## src/rtl/ddr3_phase_pkg.sv

```systemverilog
// Shared types and modular phase-position helpers for the PLL phase-step controller.
package ddr3_phase_pkg;

  typedef enum logic [2:0] {
    S_IDLE    = 3'd0,
    S_STEP    = 3'd1,
    S_WAIT_LO = 3'd2,
    S_WAIT_HI = 3'd3,
    S_FIN     = 3'd4
  } phase_state_t;

  // Position +1 with wrap from steps-1 back to 0.
  function automatic int unsigned pos_inc(input int unsigned pos, input int unsigned steps);
    return (pos + 32'd1 >= steps) ? 32'd0 : pos + 32'd1;
  endfunction

  // Position -1 with wrap from 0 back to steps-1.
  function automatic int unsigned pos_dec(input int unsigned pos, input int unsigned steps);
    return (pos == 32'd0) ? steps - 32'd1 : pos - 32'd1;
  endfunction

endpackage

```

## src/rtl/ddr3_phase_timer.sv

```systemverilog
// Loadable saturating down-counter; expired_o is high while the count sits at zero.
module ddr3_phase_timer #(
  parameter int unsigned W = 8
) (
  input  logic         clk_i,
  input  logic         rst_i,
  input  logic         load_i,
  input  logic [W-1:0] load_val_i,
  input  logic         dec_i,
  output logic         expired_o
);

  logic [W-1:0] cnt_q, cnt_d;
  logic         expired_q;

  always_comb begin
    cnt_d = cnt_q;
    if (load_i) begin
      cnt_d = load_val_i;
    end else if (dec_i && (cnt_q != '0)) begin
      cnt_d = cnt_q - W'(1);
    end
  end

  // Expire flag is registered from the next count so it lines up with cnt_q.
  always_ff @(posedge clk_i) begin
    if (rst_i) begin
      cnt_q     <= '0;
      expired_q <= 1'b1;
    end else begin
      cnt_q     <= cnt_d;
      expired_q <= (cnt_d == '0);
    end
  end

  assign expired_o = expired_q;

endmodule

```

## src/rtl/ddr3_phase_step_ctrl.sv

```systemverilog
// Issues N single PLL phase steps with a phase_done handshake per step and
// tracks the absolute phase position modulo one clock period.
module ddr3_phase_step_ctrl
  import ddr3_phase_pkg::*;
#(
  parameter int unsigned PHASE_STEPS  = 56,
  parameter int unsigned COUNT_W      = 8,
  parameter int unsigned STEP_HOLD    = 2,
  parameter int unsigned DONE_TIMEOUT = 64,
  parameter int unsigned POS_W        = $clog2(PHASE_STEPS)
) (
  input  logic               CLK_IN,
  input  logic               RST_IN,
  input  logic               req_valid,
  output logic               req_ready,
  input  logic               req_updn,
  input  logic [COUNT_W-1:0] req_count,
  output logic               busy,
  output logic               seq_done,
  output logic               timeout_err,
  output logic [POS_W-1:0]   phase_pos,
  output logic               phase_step,
  output logic               phase_updn,
  input  logic               phase_done
);

  localparam int unsigned TMR_MAX = (STEP_HOLD > DONE_TIMEOUT) ? STEP_HOLD : DONE_TIMEOUT;
  localparam int unsigned TMR_W   = $clog2(TMR_MAX + 1);

  phase_state_t       state_q, state_d;
  logic [COUNT_W-1:0] remain_q, remain_d;
  logic [POS_W-1:0]   pos_q, pos_d;
  logic               updn_q, updn_d;
  logic               terr_q, terr_d;
  logic               step_q, step_d;
  logic               done_q, done_d;
  logic               busy_q, busy_d;
  logic               ready_q, ready_d;

  logic               tmr_load, tmr_dec, tmr_exp;
  logic [TMR_W-1:0]   tmr_val;

  ddr3_phase_timer #(.W(TMR_W)) u_timer (
    .clk_i      (CLK_IN),
    .rst_i      (RST_IN),
    .load_i     (tmr_load),
    .load_val_i (tmr_val),
    .dec_i      (tmr_dec),
    .expired_o  (tmr_exp)
  );

  always_comb begin
    state_d  = state_q;
    remain_d = remain_q;
    pos_d    = pos_q;
    updn_d   = updn_q;
    terr_d   = terr_q;
    step_d   = 1'b0;
    done_d   = 1'b0;
    tmr_load = 1'b0;
    tmr_val  = '0;
    tmr_dec  = 1'b0;

    unique case (state_q)
      S_IDLE: begin
        if (req_valid) begin
          updn_d   = req_updn;
          remain_d = req_count;
          terr_d   = 1'b0;
          if (req_count == '0) begin
            state_d = S_FIN;
            done_d  = 1'b1;
          end else begin
            state_d  = S_STEP;
            step_d   = 1'b1;
            tmr_load = 1'b1;
            tmr_val  = TMR_W'(STEP_HOLD - 1);
          end
        end
      end

      S_STEP: begin
        if (tmr_exp) begin
          state_d  = S_WAIT_LO;
          tmr_load = 1'b1;
          tmr_val  = TMR_W'(DONE_TIMEOUT - 1);
        end else begin
          step_d  = 1'b1;
          tmr_dec = 1'b1;
        end
      end

      // The timeout budget spans both wait states; the timer is not reloaded between them.
      S_WAIT_LO: begin
        if (!phase_done) begin
          state_d = S_WAIT_HI;
          tmr_dec = 1'b1;
        end else if (tmr_exp) begin
          state_d  = S_FIN;
          done_d   = 1'b1;
          terr_d   = 1'b1;
          remain_d = '0;
        end else begin
          tmr_dec = 1'b1;
        end
      end

      S_WAIT_HI: begin
        if (phase_done) begin
          pos_d    = updn_q ? POS_W'(pos_inc(32'(pos_q), PHASE_STEPS))
                            : POS_W'(pos_dec(32'(pos_q), PHASE_STEPS));
          remain_d = remain_q - COUNT_W'(1);
          if (remain_q == COUNT_W'(1)) begin
            state_d = S_FIN;
            done_d  = 1'b1;
          end else begin
            state_d  = S_STEP;
            step_d   = 1'b1;
            tmr_load = 1'b1;
            tmr_val  = TMR_W'(STEP_HOLD - 1);
          end
        end else if (tmr_exp) begin
          state_d  = S_FIN;
          done_d   = 1'b1;
          terr_d   = 1'b1;
          remain_d = '0;
        end else begin
          tmr_dec = 1'b1;
        end
      end

      S_FIN: begin
        state_d = S_IDLE;
      end

      default: begin
        state_d = S_IDLE;
      end
    endcase

    busy_d  = (state_d != S_IDLE);
    ready_d = (state_d == S_IDLE);
  end

  always_ff @(posedge CLK_IN) begin
    if (RST_IN) begin
      state_q  <= S_IDLE;
      remain_q <= '0;
      pos_q    <= '0;
      updn_q   <= 1'b0;
      terr_q   <= 1'b0;
      step_q   <= 1'b0;
      done_q   <= 1'b0;
      busy_q   <= 1'b0;
      ready_q  <= 1'b1;
    end else begin
      state_q  <= state_d;
      remain_q <= remain_d;
      pos_q    <= pos_d;
      updn_q   <= updn_d;
      terr_q   <= terr_d;
      step_q   <= step_d;
      done_q   <= done_d;
      busy_q   <= busy_d;
      ready_q  <= ready_d;
    end
  end

  assign req_ready   = ready_q;
  assign busy        = busy_q;
  assign seq_done    = done_q;
  assign timeout_err = terr_q;
  assign phase_pos   = pos_q;
  assign phase_step  = step_q;
  assign phase_updn  = updn_q;

endmodule
```

## config.mk

```make
export PLATFORM = sky130hd
export DESIGN_NAME = ddr3_phase_step_ctrl
export DESIGN_NICKNAME = d
export VERILOG_FILES = /design/src/rtl/ddr3_phase_pkg.sv /design/src/rtl/ddr3_phase_timer.sv /design/src/rtl/ddr3_phase_step_ctrl.sv
export SDC_FILE = /design/constraint.sdc
export NUM_CORES = 1
export LEC_CHECK = 0
export CAP_MARGIN = 25
export CORE_MARGIN = 1.5
export CORE_UTILIZATION = 40
export DETAILED_ROUTE_END_ITERATION = 10
export PLACE_DENSITY = 0.68
export SLEW_MARGIN = 20
export SYNTH_ARGS = -nofsm -noshare
export SYNTH_HDL_FRONTEND = slang
export SYNTH_SLANG_ARGS = --single-unit
export TNS_END_PERCENT = 30
```

## constraint.sdc

```tcl
create_clock -name CLK_IN -period 1.9 [get_ports CLK_IN]
set_clock_uncertainty 0.2 [all_clocks]
set_input_delay 0.19 -clock CLK_IN [delete_from_list [all_inputs] [get_ports CLK_IN]]
set_output_delay 0.19 -clock CLK_IN [all_outputs]
set_load 0.01 [all_outputs]
```

; ---- Yosys cells after proc, flatten, opt, wreduce, memory -nomap -nowiden
; Cells that the tools add are included.
[word_totals]
reg_bits = 31
out_inout_bits = 12
input_bits = 13
elab_cells = 82
[op_classes]
n_lt_le_gt_ge = 1
add_sub_neg = 4
n_reduce_logical = 13
mux = 46
eq_ne = 7
[op_table]
columns = op, n
row1 = two-way mux 8 bit, 4
row2 = two-way mux 6 bit, 4
row3 = case mux 8 bit (3 select lines), 1
row4 = two-way mux 1 bit, 21
row5 = two-way mux 3 bit, 7
row6 = case mux 6 bit (3 select lines), 1
row7 = case mux 1 bit (3 select lines), 5
row8 = two-way mux 7 bit, 2
row9 = case mux 3 bit (4 select lines), 1
row10 = equality test 8 x 1 -> 1 bit (second input constant), 1
row11 = zero test 8 bit, 1
row12 = subtractor 8 x 1 -> 8 bit (second input constant), 1
row13 = adder 6 x 1 -> 7 bit (second input constant), 1
row14 = greater-or-equal comparator 7 x 6 -> 1 bit (second input constant), 1
row15 = zero test 7 bit, 1
row16 = nonzero test 7 bit, 1
row17 = subtractor 7 x 1 -> 7 bit (second input constant), 1
row18 = equality test 3 x 2 -> 1 bit (second input constant), 2
row19 = zero test 3 bit, 2
row20 = zero test 6 bit, 1
row21 = != test 2 bit (second input constant), 3
row22 = nonzero test 3 bit, 2
row23 = subtractor 6 x 1 -> 6 bit (second input constant), 1
row24 = AND reduction 2 bit, 2
row25 = other kinds (4), 4

; ---- Logic depth before layout (Yosys ltp)
[depth]
word_depth = 7
depth_mapped = 7
ltp_nobuf = 7

; ---- Cells and area by module
; A second synthesis with hierarchy kept.
[hier_totals]
cells_unflattened = 250
hier_area_um2 = 2030.7
[modules_own_cells]
columns = mod, seq_area_each_um2, instances, area_per_inst_um2, cells_each
row1 = ddr3_phase_step_ctrl, 460.4, 1, 1525.2, 192
row2 = ddr3_phase_timer, 160.2, 1, 505.5, 58

; ---- Least setup slack after synthesis
; Ideal clock, no wire load.
[synth_path]
kind = reg-to-reg
from = reg u_timer.cnt_q[1]
to = reg u_timer.expired_q (netlist: u_timer.expired_o)
required_time_ns = 1.604
stages_incl_launch_ff = 8
arrival_ns = 1.835
path_buffers = 0
setup_time_ns = 0.096
setup_slack_ns = -0.231
synth_period_minus_slack_ns = 2.131
cell_sequence = dfxtp_1 > inv_1 > ha_1 > or4b_1 > or2_2 > nand3_1 > nand4_1 > o41ai_2
[synth_via]
elab_chain_len = 5
elab_cells_between_ends = 6
cone_classes = add/sub: 1 / mux: 2 / reduce/logical: 3
[synth_lines]
columns = item, line_no
row1 = start: declaration, ddr3_phase_timer.sv:13  ; logic [W-1:0] cnt_q, cnt_d;
row2 = start signal: assignment, ddr3_phase_timer.sv:31  ; cnt_q <= cnt_d;
row3 = branches (longest 2 deep; another with subtractor 7 x 1 -> 7 bit), n/a
row4 = two-way mux 7 bit *, ddr3_phase_timer.sv:20  ; end else if (dec_i && (cnt_q != '0)) begin
row5 = two-way mux 7 bit *, ddr3_phase_timer.sv:18  ; if (load_i) begin
row6 = zero test 7 bit *, ddr3_phase_timer.sv:32  ; expired_q <= (cnt_d == '0);
row7 = end signal: assignment, ddr3_phase_timer.sv:32
row8 = end: declaration, ddr3_phase_timer.sv:14  ; logic expired_q;
; Every way passes the cells marked *.
; A chain may end at the register's enable or synchronous reset.

; ---- Worst setup path after layout
[layout_path]
from = reg state_q[1]
to = reg u_timer.expired_q (netlist: u_timer.expired_o)
[layout_via]
elab_chain_len = 6
elab_cells_between_ends = 11
cone_classes = eq/ne: 3 / mux: 5 / reduce/logical: 3
[layout_lines]
columns = item, line_no
row1 = start: declaration, ddr3_phase_step_ctrl.sv:30  ; phase_state_t state_q, state_d;
row2 = start signal: assignment, ddr3_phase_step_ctrl.sv:157  ; state_q <= state_d;
row3 = equality test 3 x 2 -> 1 bit or equality test 3 x 1 -> 1 bit (tied branches), ddr3_phase_step_ctrl.sv:64  ; unique case (state_q)
row4 = case mux 1 bit (3 select lines), ddr3_phase_step_ctrl.sv:64
row5 = logical AND 1 bit, ddr3_phase_timer.sv:20
row6 = two-way mux 7 bit, ddr3_phase_timer.sv:20
row7 = two-way mux 7 bit *, ddr3_phase_timer.sv:18
row8 = zero test 7 bit *, ddr3_phase_timer.sv:32
; Mark *: on every way between the ends. The rest lies on a longest branch, timed or not.

==> impl_metrics.env <==
export IMPL_grt_pass1_wl_um=9830
export IMPL_h_tree_depth=2
export IMPL_synth_seq_cells=31
export IMPL_startpoint="state_q[1]$_SDFF_PP0_"
export IMPL_relSlewSlack=0.744
export IMPL_max_cap_violations=0
export IMPL_slowest_stage="a2111o_1"
export IMPL_synthTopCellsByCount="dfxtp_1, a21oi_1, nor2_1, nand2_1"
export IMPL_period_share=1.08
export IMPL_syn_area_per_cell_sq_um=7.94
export IMPL_syn_inst=240
export IMPL_numCtsBuffers=5
export IMPL_start_util=0.426
export IMPL_path_class="reg2reg"
export IMPL_port_buffers=24
export IMPL_post_route_min_period_ns=2.05
export IMPL_cts_path_max_buffers=2
export IMPL_setup_slack_ns=-0.148
export IMPL_cts_hold_buffers=0
export IMPL_r2r_slack_ns=-0.15
export IMPL_antenna_cells=0
export IMPL_drt_wl_total_um=5760
export IMPL_dp_hpwl_um=4110
export IMPL_crit_chain="a21o_1 -> a2111o_1 -> o21a_1 -> or2_1 -> o41ai_2"
export IMPL_drc=0
export IMPL_hold_violations=0
export IMPL_via_count=2117
export IMPL_first_iter_violations=223
export IMPL_place_ws_ns=-0.440
export IMPL_synth_most_common_cell="dfxtp_1"
export IMPL_yosysWarnings=0
export IMPL_grt_pass1_vias=2118
export IMPL_endpoint="u_timer.expired_o$_SDFF_PP1_"
export IMPL_slew_violations=0
export IMPL_grt_usage=0.241
export IMPL_clock_sinks=31
export IMPL_max_freq_mhz=488
export IMPL_antenna_found_initial=0
export IMPL_overflow=0
export IMPL_avgViaCountPerCell=5.62
export IMPL_die_area_sq_um=5190
export IMPL_grt_max_degree=23
export IMPL_power_density_nw_per_um2=1230
export IMPL_cts_tree="done"
export IMPL_p_total_uw=3620
export IMPL_finalSetupViolations=8
export IMPL_worstPathArrival_ns=2.04
export IMPL_gp_congestion=0.925
export IMPL_synthArstFlopShare=0
export IMPL_cts_root_buf="clkbuf_8"
export IMPL_first_pass_iters=4
export IMPL_die_h_um=72.0
export IMPL_synth_edf_count=0
export IMPL_die_w_um=72.0
export IMPL_hold_path_class="reg2reg"
export IMPL_rsz0062_at_grt="true"
export IMPL_p_leak_uw=0.00123
export IMPL_critical_path_endpoint_type="flop"
export IMPL_synth_cell_types=55
export IMPL_synth_top_area_share=0.326
export IMPL_clkLatencyLatePin_ns=0.29
export IMPL_startpoint_type="flop"
export IMPL_outcome="finished with violations"
export IMPL_ys_flop_type="dfxtp_1"
export IMPL_regToRegEndpoint="u_timer.expired_o$_SDFF_PP1_"
export IMPL_multiInputGateArea_sq_um=1330
export IMPL_reg2reg_from="state_q[1]$_SDFF_PP0_"
export IMPL_row_count=24
export IMPL_ant_nets=0
export IMPL_clk_pin_slew_ns=0.06
export IMPL_peakVddDrop_v=0.000744
export IMPL_crit_required_ns=1.89
export IMPL_critical_path_max_stage_delay_ns=0.47
export IMPL_cp_max_fo=5
export IMPL_syn_to_final_growth_pct=54.0
export IMPL_nFillCells=371
export IMPL_tightest_slew_ns=0.379
export IMPL_violations="setup timing"
export IMPL_fin_nets=345
export IMPL_ys_top_cells_by_area="dfxtp_1, a21oi_1, ha_1"
export IMPL_synth_seq_area_share=0.326
export IMPL_regArea_sq_um=631
export IMPL_r2r_cells=5
export IMPL_ios=25
export IMPL_core_area_sq_um=4470
export IMPL_synth_top_area_cell="dfxtp_1"
export IMPL_synthesis_area_sq_um=1910
export IMPL_layout_drive_gt1_share=0.345
export IMPL_synthesis_nets=260
export IMPL_holdPathStages=2
export IMPL_drt_wirelength_per_cell_um=15.3
[power breakdown]
| part | switching, uW | internal (uW) | total [uW] |
|---|---|---|---|
| sequential | 126 | 808 | 934 |
| clock | 248 | 384 | 632 |
| combinational | 1010 | 1050 | 2050 |
| total | 1380 | 2240 | 3620 |
[final cells by class]
type                            instances  share of cell area
Sequential cell                        31               0.215
Tap cell                               52              0.0222
Multi-Input combinational cell        184               0.454
Clock buffer                            6              0.0247
Inverter                               12              0.0153
Clock inverter                          1              0.0102
Timing Repair Buffer                   91               0.258
[cells by family (layout without fill, tap and decap cells)]
group,after synthesis,in the layout,synth area share
buffers and inverters,25,110,0.0538
AO/OA/AOI/OAI,80,80,0.284
XOR/XNOR,7,7,0.0322
AND/OR/NAND/NOR,87,87,0.242
flip-flops,31,31,0.326
multiplexers,2,2,0.0118
adder cells (fa/ha/maj),8,8,0.0512
[layout by cell type (no fill, tap or decap), types with 3 or more instances in the layout]
master            n
dfxtp_2           5
nand2b_1          3
buf_4            66
nand4_1           4
a221oi_1          4
nand2_1          16
o21a_1            5
clkbuf_8          5
clkdlybuf4s50_1  23
nor2_1           20
ha_1              5
a31oi_1           6
inv_1            10
nor3_1            9
o21ai_1           6
o21ai_0           8
nand3_1           3
xor2_1            5
dfxtp_1          25
a21boi_1          3
a21oi_1          25
[metrics by stage]
step	std cells	hold slack (ns)	setup TNS [ns]	instance area [sq um]	util
2_1_floorplan	240	0.0836	-0.257	1960	-
3_3_place_gp	366	0.277	-5.79	2680	0.599
3_5_place_dp	366	0.286	-6.26	2680	0.599
4_1_cts	373	0.295	-0.537	2840	0.635
5_1_grt	377	0.326	-1.64	2940	0.656
6_report	377	0.319	-0.576	2940	0.656
[registers in the layout (all words and copies together) (netlist names), 3 cells and up]
signal,cells
phase_pos,6
remain_q,8
state_q,3
u_timer.cnt_q,7
[per-layer routing]
metal	track usage	vias up	wire length [um]
met5	0	-	0
met2	0.390	56	2830
met1	0.305	988	2550
met3	0.0444	14	250
met4	0.126	0	132
li1	-	1059	-
[critical path, delay by kind of cell (launching register included)]
| kind | cells | cell delay, ns |
|---|---|---|
| AOI/OAI and AO/OA | 4 | 1.18 |
| DFF | 1 | 0.36 |
| and+or+nand+nor | 1 | 0.21 |
[worst min path at each step]
stage / startpoint / endpoint / slack [ns]
3_5_place_dp: remain_q[6]$_SDFFE_PP0P_ / remain_q[6]$_SDFFE_PP0P_ / 0.29
3_3_place_gp: remain_q[6]$_SDFFE_PP0P_ / remain_q[6]$_SDFFE_PP0P_ / 0.28
5_1_grt: req_updn / phase_updn$_SDFFE_PP0P_ / 0.33
6_report: remain_q[6]$_SDFFE_PP0P_ / remain_q[6]$_SDFFE_PP0P_ / 0.32
2_1_floorplan: RST_IN / state_q[1]$_SDFF_PP0_ / 0.08
4_1_cts: remain_q[6]$_SDFFE_PP0P_ / remain_q[6]$_SDFFE_PP0P_ / 0.29
[timing repair]
item | 4_1_cts | 5_1_grt
resized for setup | 16 | 16
buffers inserted | 0 | 4
pin swaps | 11 | 11
setup endpoints to repair | 14 | 23
gates cloned | 0 | 0
Power figures use the tool's default switching activity.
==> patch 1: new RTL, same flow settings <==
Register the output `timeout_err` once more, with the module's reset; this adds one clock of latency there. The other outputs are not delayed to match.
--- a/src/rtl/ddr3_phase_step_ctrl.sv
+++ b/src/rtl/ddr3_phase_step_ctrl.sv
@@ -169,7 +169,13 @@
   assign req_ready   = ready_q;
   assign busy        = busy_q;
   assign seq_done    = done_q;
-  assign timeout_err = terr_q;
+  always_ff @(posedge CLK_IN) begin
+    if (RST_IN) begin
+      timeout_err <= '0;
+    end else begin
+      timeout_err <= terr_q;
+    end
+  end
   assign phase_pos   = pos_q;
   assign phase_step  = step_q;
   assign phase_updn  = updn_q;
Behaviour: no difference found for any inputs over 10 cycles, from zero or initial values and one cycle with RST_IN high; that may be too few to reach the edited logic, so the function may still have changed.
==> patch 1 against the original RTL <==
The run still ends with setup timing left. Sequential cell count up 1. Die area up 10%. Setup slack better by 0.013 ns. Design area up 7.6%. Power down 1.1%. Sequential share of layout area down 0.84 points. Synthesized area up 11%. Routed wire length up 5.4%. Count of clock-buffer cells in the layout up 2.
==> patch 1: results (changes against the original RTL) <==
- Setup Viol. Count Final: 4 (-4)
- Routability congestion estimate: 0.8609 (-6.9%)
- Failing checks: setup timing
- Top post-synthesis cells by area: dfxtp_1, a21oi_1, ha_1
- Post-place setup slack: -0.4242 ns (+0.01568 ns)
- Most flop-heavy register: remain_q
- Setup TNS: -0.3335 ns (+0.2420 ns)
- GRT Util Overall: 0.2204 (-0.02036)
- Share of layout cells above drive strength 1: 0.3362 (-0.008457)
- Leak: 1.289 nW (+4.8%)
- Routed Antenna Nets: 0 (unchanged)
- Top post-synthesis cells by count: dfxtp_1, a21oi_1, nand2_1
- Async set or reset register ratio after synthesis: 0 (unchanged)
- Final instance count without filler cells: 424 (+12%)
- Largest net degree at the start of global routing: 25 (+8.7%)
- Register area share after synthesis: 0.3040 (-0.02164)
- Hold Path Cell Cnt: 5 (+3)
- Fin util: 0.6183 (-0.03772)
- First-pass GRT wire length: 9570 µm (-2.6%)
- Syn avg cell area: 7.690 µm² (-3.1%)
- Clock slew at reported path FFs: 0.07 ns
- Nets: 373 (+8.1%)
- Hold Path Class: primary input to register
- Vias in the first global route: 2092 (-1.2%)
- Floorplan core area: 5107 µm² (+14%)
- Post-Synthesis Net Count: 294 (+13%)
- DP Wirelength: 4323 µm (+5.2%)
- Vias/cell: 5.415 (-3.6%)
- Synth warnings: 0 (unchanged)
- Routed len/inst: 14.32 µm (-6.3%)
- Slew headroom: 0.7373 (-0.006255)
- VDD IR max: 565.3 µV (-24%)
- Netlist cell types: 58 (+5.5%)
- CP Max Fanout: 4 (-1)
- Worst EP arrival: 2.02 ns (-0.02 ns)
- Placed Area: 2848 µm² (+6.2%)
- Status: finished, violations left
- Placed insts: 414 (+13%)
- Switching share of power: 0.3893 (+0.007965)
- # fillers: 452 (+22%)
- Final setup margin: -0.1348 ns (+0.01331 ns)
- R2R cell count: 7 (+2)
- Iteration-0 DRC Markers: 93 (-58%)
==> patch 1: cell types whose count changed after synthesis, moves of 4 or more <==
cell / unedited run / this run
nor2b_1: 0 / 4
a221oi_1: 4 / 0
nand2_1: 16 / 21
o21ai_1: 2 / 14
inv_1: 12 / 19
nor2_1: 21 / 16
==> patch 1: logic make-up (layout without fill, tap and decap cells) <==
| kind of cell | count (synthesis) | in the layout | synth area share |
|---|---|---|---|
| xor gates and xnor gates | 4 | 4 | 0.01663 |
| DFF | 32 | 32 | 0.3040 |
| muxes | 1 | 1 | 0.004751 |
| buffers and inverters | 41 | 121 | 0.08373 |
| and+or+nand+nor | 89 | 89 | 0.2346 |
| AOI/OAI and AO/OA | 99 | 99 | 0.3100 |
| adders and majority gates | 8 | 8 | 0.04632 |
==> patch 1: cell type report <==
type | instances | share of cell area
clock buffers | 8 | 0.02853
inverters | 21 | 0.02655
multi-input cells | 201 | 0.4671
flip-flops and latches | 32 | 0.2064
well taps | 70 | 0.02773
repair buffers | 92 | 0.2437
==> patch 1: worst paths after layout <==
path / start / end / slack, ns
worst max-delay path: u_timer.cnt_q[1] / u_timer.expired_o / -0.13
worst min-delay path: req_count[2] / remain_q[2] / 0.29
worst max register to register: u_timer.cnt_q[1] / u_timer.expired_o / -0.13
worst min register to register: terr_q / timeout_err / 0.30
==> patch 1: what timing repair did <==
item,in CTS,in global routing
pin swaps,4,13
hold buffers,0,0
setup buffers,3,0
setup endpoints to repair,10,21
endpoints found under the hold margin,0,0
resized for setup,20,28
==> patch 1: critical path: stages (launching register included) <==
cell and delay [ns]:
dfxtp_2 0.34, inv_4 0.07, ha_4 0.14, nor4b_4 0.35, nand2_2 0.18, a21oi_4 0.20, o2111ai_4 0.14, o41ai_2 0.32
==> patch 1: metal layers <==
layer,GRT usage,wire [µm],vias to the layer above
met5,0,0,-
met4,0.06548,65,0
met3,0.04497,215,4
met2,0.3655,2984,39
met1,0.2892,2804,1092
li1,-,-,1161
==> patch 1: power by group through the flow <==
stage                     Combinational, mW  Sequential (mW)  Clock, mW
after CTS                              1.89            0.923      0.556
after floorplan                        1.00            0.924          0
after global routing                   2.24            0.972      0.590
final                                  2.08            0.953      0.549
after global placement                 1.72            0.916          0
after detailed placement               1.75            0.921          0
==> patch 2: new RTL, same settings <==
Made on the original files. Set the parameter `COUNT_W` to 10 (it was 8).
--- a/src/rtl/ddr3_phase_step_ctrl.sv
+++ b/src/rtl/ddr3_phase_step_ctrl.sv
@@ -4,7 +4,7 @@
   import ddr3_phase_pkg::*;
 #(
   parameter int unsigned PHASE_STEPS  = 56,
-  parameter int unsigned COUNT_W      = 8,
+  parameter int unsigned COUNT_W      = 10,
   parameter int unsigned STEP_HOLD    = 2,
   parameter int unsigned DONE_TIMEOUT = 64,
   parameter int unsigned POS_W        = $clog2(PHASE_STEPS)
Interface: changed (resized req_count); port bits go from 25 to 27. The function was not compared with the original's and may differ.
==> patch 2 against the original RTL <==
The flow still finishes with violations (setup timing). Critical path type unchanged. Sequential cell count is 2 higher. Clock power fell by 15%. Design area increased by 8.5%. Combinational power increased by 9%. Power up 6.4%. Routed wire length up 12%. Setup slack worse by 0.064 ns. Synthesized area is 14% higher.
==> patch 2: results (changes against the original RTL) <==
- Synth warnings: 0 (unchanged)
- Failing checks: setup timing
- Reg2Reg Capture Point: busy
- First-pass GRT wire length: 10060 µm (+2.4%)
- Top post-synthesis cells by count: dfxtp_1, a21oi_1, nor2_1
- CTS Buf Count: 5 (unchanged)
- Post-place setup slack: -0.4882 ns (-0.04828 ns)
- Clk buf depth: 2 (unchanged)
- Routability congestion estimate: 0.8316 (-10%)
- Most flop-heavy register: remain_q
- Largest net degree at the start of global routing: 15 (-35%)
- CTS H-Tree Depth: 2 (unchanged)
- Iteration-0 DRC Markers: 166 (-26%)
- VDD IR max: 667.0 µV (-10%)
- CP Max Fanout: 3 (-2)
- IO Port Bufs: 26 (+8.3%)
- Clock slew at reported path FFs: 0.07 ns
- Vias/cell: 5.757 (+2.5%)
- Largest stage delay, worst path: 0.48 ns
- Top post-synthesis cells by area: dfxtp_1, a21oi_1, ha_1
- Routed WL: 6422 µm (+12%)
- Final setup margin: -0.2124 ns (-0.06434 ns)
- Hold path startpoint: remain_q[1]
- Setup Viol. Count Final: 18 (+10)
- Hold Path Class: register to register
- Hold Path Cell Cnt: 2 (unchanged)
- # fillers: 416 (+12%)
- DP Wirelength: 4207 µm (+2.3%)
- Status: finished, violations left
- Netlist cell types: 65 (+18%)
- Post-Synthesis Net Count: 288 (+11%)
- Async set or reset register ratio after synthesis: 0 (unchanged)
- Leak: 1.228 nW (-0.15%)
- Max reg flops: 10 (+2)
- Crit path max-delay family: simple AND/OR/NAND/NOR gates
- Hold path endpoint: remain_q[1]
- Worst-skew pair later-pin latency: 0.29 ns (about the same)
- Initial DRT Pass Iterations: 5 (+1)
- N_diodes: 0 (unchanged)
- GRT Util Overall: 0.2087 (-0.03205)
- Nets: 363 (+5.2%)
- Register area share after synthesis: 0.3045 (-0.02117)
- Pint: 2.319 mW (+3.6%)
- Worst EP arrival: 2.08 ns (+0.04 ns)
- Slowest CP cell: or4b_4
- Share of layout cells above drive strength 1: 0.3431 (-0.001507)
- Hold Worst Slack: 0.3054 ns (-0.01404 ns)
- R2R cell count: 7 (+2)
- CTS root buffer: clkbuf_8
- Worst r2r src: remain_q[1]
- Vias in the first global route: 2166 (+2.3%)
- Placed Area: 2859 µm² (+6.6%)
- Initial antenna violation count: 0 (unchanged)
- Least-Margin Pin Slew: 0.4031 ns (+0.02387 ns)
[patch 2: cell count changes in the layout (fill, tap and decap cells not counted), moves of 4 or more]
| cell | change |
|---|---|
| o21ai_1 | -5 |
| a222oi_1 | +4 |
| buf_4 | -4 |
| dfxtp_4 | +4 |
| a21o_1 | +7 |
[patch 2: stage by stage]
| stage | setup TNS (ns) | instances | utilization |
|---|---|---|---|
| global route | -3.195 | 411 | 0.6156 |
| finish | -1.858 | 411 | 0.6156 |
| CTS | -2.234 | 406 | 0.5769 |
| detailed placement | -9.071 | 398 | 0.5527 |
| global placement | -8.626 | 398 | 0.5527 |
| floorplan | -0.3213 | 266 | - |
[patch 2: timing repair]
action,in CTS,in global routing
pin swaps,8,14
hold buffers,0,0
buffers inserted,1,5
endpoints found under the setup margin,23,29
gates cloned,0,0
gates resized for setup,11,36
[patch 2: worst max path at each step]
| stage | from | to | cells past startpoint |
|---|---|---|---|
| 2_1_floorplan | remain_q[3] | busy | 6 |
| 3_3_place_gp | req_count[5] | busy | 7 |
| 3_5_place_dp | req_count[5] | busy | 7 |
| 4_1_cts | remain_q[1] | u_timer.cnt_q[1] | 7 |
| 5_1_grt | remain_q[1] | phase_step | 8 |
| 6_report | remain_q[1] | busy | 7 |
[patch 2: cell families after synthesis]
| group | share of synthesized area |
|---|---|
| fa+ha+maj | 0.04037 |
| flops | 0.3045 |
| xor+xnor | 0.02826 |
| simple gates | 0.2537 |
| buf+inv | 0.05651 |
| mux | 0.01384 |
| compound gates | 0.3028 |
[patch 2: area by class of cell]
cell class              instances  share of cell area
multi-input cells             204              0.4912
clock buffers                   7             0.02711
repair buffers                 88              0.2287
inverters                       9             0.01061
well taps                      70             0.02750
flip-flops and latches         33              0.2149
[patch 2: power groups by stage]
| stage | clock network, mW | registers (mW) | logic, mW |
|---|---|---|---|
| 6_report | 0.538 | 1.07 | 2.24 |
| 5_1_grt | 0.576 | 1.10 | 2.45 |
| 4_1_cts | 0.547 | 1.05 | 2.06 |
| 3_5_place_dp | 0 | 1.06 | 2.01 |
| 3_3_place_gp | 0 | 1.06 | 1.98 |
| 2_1_floorplan | 0 | 1.05 | 1.26 |
[patch 2: routing by layer]
layer / vias to the layer above / track usage / part of all wire
li1: 1161 / - / -
met1: 1136 / 0.2777 / 0.44
met2: 58 / 0.3482 / 0.50
met3: 11 / 0.03713 / 0.043
met4: 0 / 0.05185 / 0.013
met5: - / 0 / 0
[patch 2: worst min-delay path, delay by kind of cell, from the launching register on]
kind               cells  cell delay [ns]
AOI/OAI and AO/OA      2             0.13
DFF                    1             0.34
